File: config.mk
export PLATFORM = sky130hd
export DESIGN_NAME = panel_fill
export DESIGN_NICKNAME = d
export VERILOG_FILES = /design/src/rtl/panel_fill.sv
export SDC_FILE = /design/constraint.sdc
export NUM_CORES = 1
export LEC_CHECK = 0
export CORE_AREA = 4 4 84 86
export CTS_CLUSTER_SIZE = 14
export DETAILED_ROUTE_END_ITERATION = 10
export DIE_AREA = 0 0 88 90
export GPL_TIMING_DRIVEN = 0
export MAX_ROUTING_LAYER = met4
export PLACE_DENSITY = 0.78
export SYNTH_ARGS = -nofsm -noshare
export SYNTH_HDL_FRONTEND = slang
export SYNTH_SLANG_ARGS = --single-unit
File: constraint.sdc
create_clock -name clk -period 2.18 [get_ports clk]
set_clock_uncertainty 0.05 [all_clocks]
set_input_delay 0.436 -clock clk [delete_from_list [all_inputs] [get_ports clk]]
set_output_delay 0.436 -clock clk [all_outputs]
set_load 0.1 [all_outputs]
File: src/rtl/panel_fill.sv
// Rectangle fill engine: walks a latched pixel rectangle (y inner, x outer) and issues one
// 24-bit colour write per pixel to the frame-buffer bus, waiting for each acknowledge.
module panel_fill #(
    parameter int SIZE = 1,
    localparam int XW = 5 + $clog2(SIZE)
) (
    input  logic          clk,
    input  logic          reset,
    input  logic          cmd_valid,
    output logic          cmd_ready,
    input  logic [XW-1:0] cmd_x0,
    input  logic [XW-1:0] cmd_x1,
    input  logic [4:0]    cmd_y0,
    input  logic [4:0]    cmd_y1,
    input  logic [23:0]   cmd_rgb,
    output logic          fill_done,
    output logic [3:0]    ctrl_wr,
    output logic          ctrl_rd,
    output logic [15:0]   ctrl_addr,
    output logic [31:0]   ctrl_wdat,
    input  logic          ctrl_done
);

    typedef enum logic [1:0] {
        IDLE   = 2'd0,
        WRITE  = 2'd1,
        FINISH = 2'd2
    } state_t;

    localparam logic [XW-1:0] X_ONE = {{(XW-1){1'b0}}, 1'b1};
    localparam logic [4:0]    Y_ONE = 5'd1;

    state_t        state, state_nxt;
    logic [XW-1:0] x1_q;
    logic [4:0]    y0_q, y1_q;
    logic [23:0]   rgb_q;
    logic [XW-1:0] cur_x;
    logic [4:0]    cur_y;
    logic          accept;
    logic          empty_cmd;
    logic          last_px;
    logic          ack;
    logic [XW+6:0] addr_raw;

    assign accept    = cmd_valid && (state == IDLE);
    assign empty_cmd = (cmd_x0 > cmd_x1) || (cmd_y0 > cmd_y1);
    // Termination is decided by equality before any increment, so the counters never wrap.
    assign last_px   = (cur_x == x1_q) && (cur_y == y1_q);
    assign ack       = (state == WRITE) && ctrl_done;
    assign addr_raw  = {cur_x, cur_y, 2'b00};

    always_ff @(posedge clk) begin
        if (reset) begin
            state <= IDLE;
            cur_x <= '0;
            cur_y <= '0;
        end else begin
            state <= state_nxt;
            if (accept) begin
                cur_x <= cmd_x0;
                cur_y <= cmd_y0;
            end else if (ack && !last_px) begin
                if (cur_y != y1_q) begin
                    cur_y <= cur_y + Y_ONE;
                end else begin
                    cur_y <= y0_q;
                    cur_x <= cur_x + X_ONE;
                end
            end
        end
    end

    // Command bounds and colour are plain data: only ever read while a fill is active.
    always_ff @(posedge clk) begin
        if (accept) begin
            x1_q  <= cmd_x1;
            y0_q  <= cmd_y0;
            y1_q  <= cmd_y1;
            rgb_q <= cmd_rgb;
        end
    end

    always_comb begin
        state_nxt = state;
        unique case (state)
            IDLE: begin
                if (cmd_valid) state_nxt = empty_cmd ? FINISH : WRITE;
            end
            WRITE: begin
                if (ctrl_done && last_px) state_nxt = FINISH;
            end
            FINISH: state_nxt = IDLE;
            default: state_nxt = IDLE;
        endcase
    end

    always_comb begin
        cmd_ready = 1'b0;
        fill_done = 1'b0;
        ctrl_wr   = 4'b0000;
        ctrl_addr = 16'h0000;
        ctrl_wdat = 32'h0000_0000;
        unique case (state)
            IDLE:   cmd_ready = 1'b1;
            WRITE: begin
                ctrl_wr   = 4'b0111;
                ctrl_addr = 16'(addr_raw);
                ctrl_wdat = {8'h00, rgb_q};
            end
            FINISH: fill_done = 1'b1;
            default: ;
        endcase
    end

    assign ctrl_rd = 1'b0;

endmodule

==> flow_metrics.py <==
metrics = {
    "place": {
        "dp_cells": 412,
        "numPortBuffers": 86,
        "place.gp.congestion": 0.7681,
        "place_area_sq_um": 3784,
        "dp_hpwl_mm": 4.443,
    },
    "critical_path": {
        "critPathArrivalTime_ns": 1.63,
        "crit_cells": 2,
        "path_cells": "nor2_4, dlygate4sd2_1",
        "path_buf_inv": 1,
        "critPathLaunchType": "register",
        "critPathLaunch": "state[0]$_SDFFE_PP0P_",
        "reg2reg_to": "cur_x[2]$_SDFFE_PP0P_",
        "worst_path_max_delay_cell": "dlygate4sd2_1",
        "r2r_setup_slack_ns": 0.25,
        "required_ns": 1.69,
        "cp-endpoint": "cmd_ready",
        "critPathMaxFanout": 3,
        "reg2reg_depth": 6,
        "crit_type": "reg -> out",
        "cp-end-kind": "output pin",
        "cp_top_family": "buffers and inverters",
        "cpPeakStageDelay_ns": 0.87,
        "rr_startpoint": "state[0]$_SDFFE_PP0P_",
    },
    "synthesis": {
        "synth_top_area_share_pct": 43.19,
        "yosys-top-cells-count": "edfxtp_1, and2_1, buf_4",
        "ys_ff_latch": 51,
        "synth_cells": 234,
        "ys.flop_type": "edfxtp_1",
        "synth_area_sq_um": 2711,
        "synth_top_cell_by_area": "edfxtp_1",
        "ys_async_sr_fraction_pct": 0,
        "yosys.cell_types.count": 47,
        "yosysMostFrequentCell": "edfxtp_1",
        "synth-edff-count": 39,
        "ys_seq_area_share_pct": 52.05,
        "yosysWarningCount": 0,
        "synth_area_per_cell_sq_um": 11.59,
        "synth_area_leaders": "edfxtp_1, dfxtp_1, and2_1, ha_1, buf_4",
    },
    "layout": {
        "drive_above_1_share_pct": 33.24,
        "final_cell_area_sq_um": 3875,
        "fin_cells": 420,
        "final_nets": 402,
        "multiInputGateArea_sq_um": 1191,
        "n_antenna_cell": 0,
        "seq_area_sq_um": 1411,
        "num-fill-cells": 552,
        "area_delta_synth_final_pct": 42.92,
    },
    "worst_hold_path": {
        "hold_path.class": "reg -> reg",
    },
    "floorplanning": {
        "io_pins": 103,
        "die_h_um": 90,
        "die_w_um": 88,
        "dieArea_sq_um": 7920,
        "core_area_sq_um": 6277,
        "initial_core_util_pct": 43.19,
        "rows": 29,
    },
    "power_and_ir_drop": {
        "power_density_nw_per_um2": 726.2,
        "netSwitchingPower_mw": 1.102,
        "p_total_mw": 2.814,
        "p_int_mw": 1.712,
        "p_leak_nw": 1.598,
        "seqPwrFrac_pct": 43.0,
        "clockPowerShare_pct": 18.6,
        "vdd.ir_drop.worst_v": 0.0004096,
        "netSwitchingFraction_pct": 39.16,
        "combinationalPowerShare_pct": 38.4,
    },
    "drt": {
        "drtIter0Drc": 101,
        "routed_wirelength_mm": 5.813,
        "drc": 0,
        "viasPerCell": 4.669,
        "first_pass_iters": 4,
        "via_count": 1961,
        "wire_per_inst_um": 13.84,
        "ant_nets": 0,
    },
    "clock_network": {
        "clk_pin_slew_ns": 0.09,
        "post-cts-setup-buffers": 0,
        "clk_latency_ns": 0.30,
        "clockRootBuffer": "clkbuf_8",
        "cts_buffers": 5,
        "postCtsHoldBufs": 0,
        "clock-sinks": 51,
        "cts_tree": "built",
        "clk_path_buf_depth": 2,
        "htree_levels": 2,
    },
    "global_routing": {
        "antenna_found_initial": 0,
        "grt_pass1_wl_mm": 9.342,
        "grt_max_degree": 45,
        "grt.overflow.total": 0,
        "grtUsageTotal_pct": 15.21,
        "grt_pass1_vias": 1924,
    },
    "timing": {
        "fin_crit_ns": 2.120,
        "slew-limit-headroom_pct": 34.85,
        "setup_violations": 0,
        "drv_slew": 0,
        "worst_slew_pin_slew_ns": 0.9812,
        "fin_tns_setup_ns": 0,
        "rsz0062_at_grt": "false",
        "fin_crit_sh_pct": 97.24,
        "timing.fmax_ghz": 0.4717,
        "final_hold_viol_count": 0,
    },
    "status": {
        "status": "finished clean",
    },
    "flow_run": {
        "drv_cap": 0,
    },
}
what timing repair did:
item / in CTS / in global routing
cloned: 0 / 1
gates resized for setup: 219 / 37
endpoints found under the setup margin: 39 / 40
tightest hold or removal path: stages, from the launching register on:
cell	delay, ns
dfxtp_1	0.36
nand2_1	0.08
a311oi_1	0.08
how the worst min path moves through the flow:
stage,start,to,slack [ns],depth (start not counted)
floorplan,cur_y[0]$_SDFFE_PP0P_,cur_y[0]$_SDFFE_PP0P_,0.45,2
global placement,cur_y[3]$_SDFFE_PP0P_,cur_y[3]$_SDFFE_PP0P_,0.49,2
detailed placement,cur_y[3]$_SDFFE_PP0P_,cur_y[3]$_SDFFE_PP0P_,0.49,2
CTS,cur_y[3]$_SDFFE_PP0P_,cur_y[3]$_SDFFE_PP0P_,0.51,2
global route,cur_y[3]$_SDFFE_PP0P_,cur_y[3]$_SDFFE_PP0P_,0.53,2
finish,cur_y[3]$_SDFFE_PP0P_,cur_y[3]$_SDFFE_PP0P_,0.51,2
cell families (layout without fill, tap and decap cells):
group           count (synthesis)  count (layout)  share of synthesized area, %
fa+ha+maj                      12              12                         5.537
xor+xnor                       16              16                         5.722
flops                          51              51                         52.05
buf+inv                        38             132                         8.030
simple gates                   86              86                         19.61
compound gates                 25              25                         6.968
other cells                     1              16                        0.1383
mux                             5               5                         1.938
stage by stage:
step / hold slack [ns] / utilization [%] / worst slack [ns]
CTS: 0.5066 / 60.91 / 0.003147
finish: 0.5076 / 61.73 / 0.06007
global route: 0.5265 / 61.73 / 0.002165
global placement: 0.4875 / 60.28 / -0.8487
detailed placement: 0.4881 / 60.28 / -0.8785
floorplan: 0.4526 / - / -0.03628
metal layers:
metal / track usage, % / share of wire, % / routed length [um] / up-vias
met5: - / 0 / 0 / -
met4: 2.813 / 0.74 / 43 / 0
met3: 3.748 / 7.4 / 430 / 6
met2: 25.57 / 48 / 2811 / 62
met1: 18.56 / 43 / 2527 / 897
li1: - / - / - / 996
flip-flops by register name, indices dropped and copies added (netlist names):
register and flops:
rgb_q 24, cur_x 5, cur_y 5, x1_q 5, y0_q 5, y1_q 5
state 2
placed cells by master, fill, tap and decap left out, types with 2 or more instances in the layout:
master / count
edfxtp_1: 39
mux2_2: 2
nand3_1: 9
nand2_1: 10
conb_1: 16
clkbuf_2: 2
xor2_1: 2
nor2_1: 11
xnor2_2: 2
and2_4: 8
dfxtp_1: 12
mux2i_1: 3
o21ai_0: 5
buf_4: 20
a211oi_1: 4
clkinvlp_4: 3
nor2b_1: 3
clkbuf_1: 4
and3_1: 3
nor3_1: 2
inv_1: 11
and2_2: 20
a311oi_1: 3
buf_6: 31
clkbuf_8: 5
ha_1: 12
xnor2_1: 12
and2_1: 7
buf_2: 7
a21oi_1: 3
clkdlybuf4s50_1: 47
cell type report:
| class | instances | share of cell area [%] |
|---|---|---|
| flip-flops and latches | 51 | 36.42 |
| well taps | 77 | 2.486 |
| multi-input cells | 160 | 30.74 |
| clock inverters | 2 | 0.3229 |
| inverters | 12 | 1.259 |
| plain buffers | 25 | 4.520 |
| repair buffers | 86 | 22.18 |
| clock buffers | 6 | 1.873 |
| repair inverters | 1 | 0.1937 |
power by group through the flow:
| stage | clock [mW] | combinational, mW | sequential [mW] |
|---|---|---|---|
| 2_1_floorplan | 0 | 0.817 | 1.22 |
| 3_3_place_gp | 0 | 1.05 | 1.23 |
| 3_5_place_dp | 0 | 1.07 | 1.24 |
| 4_1_cts | 0.539 | 1.06 | 1.21 |
| 5_1_grt | 0.580 | 1.14 | 1.22 |
| 6_report | 0.523 | 1.08 | 1.21 |
(Power assumes the default switching activity.)
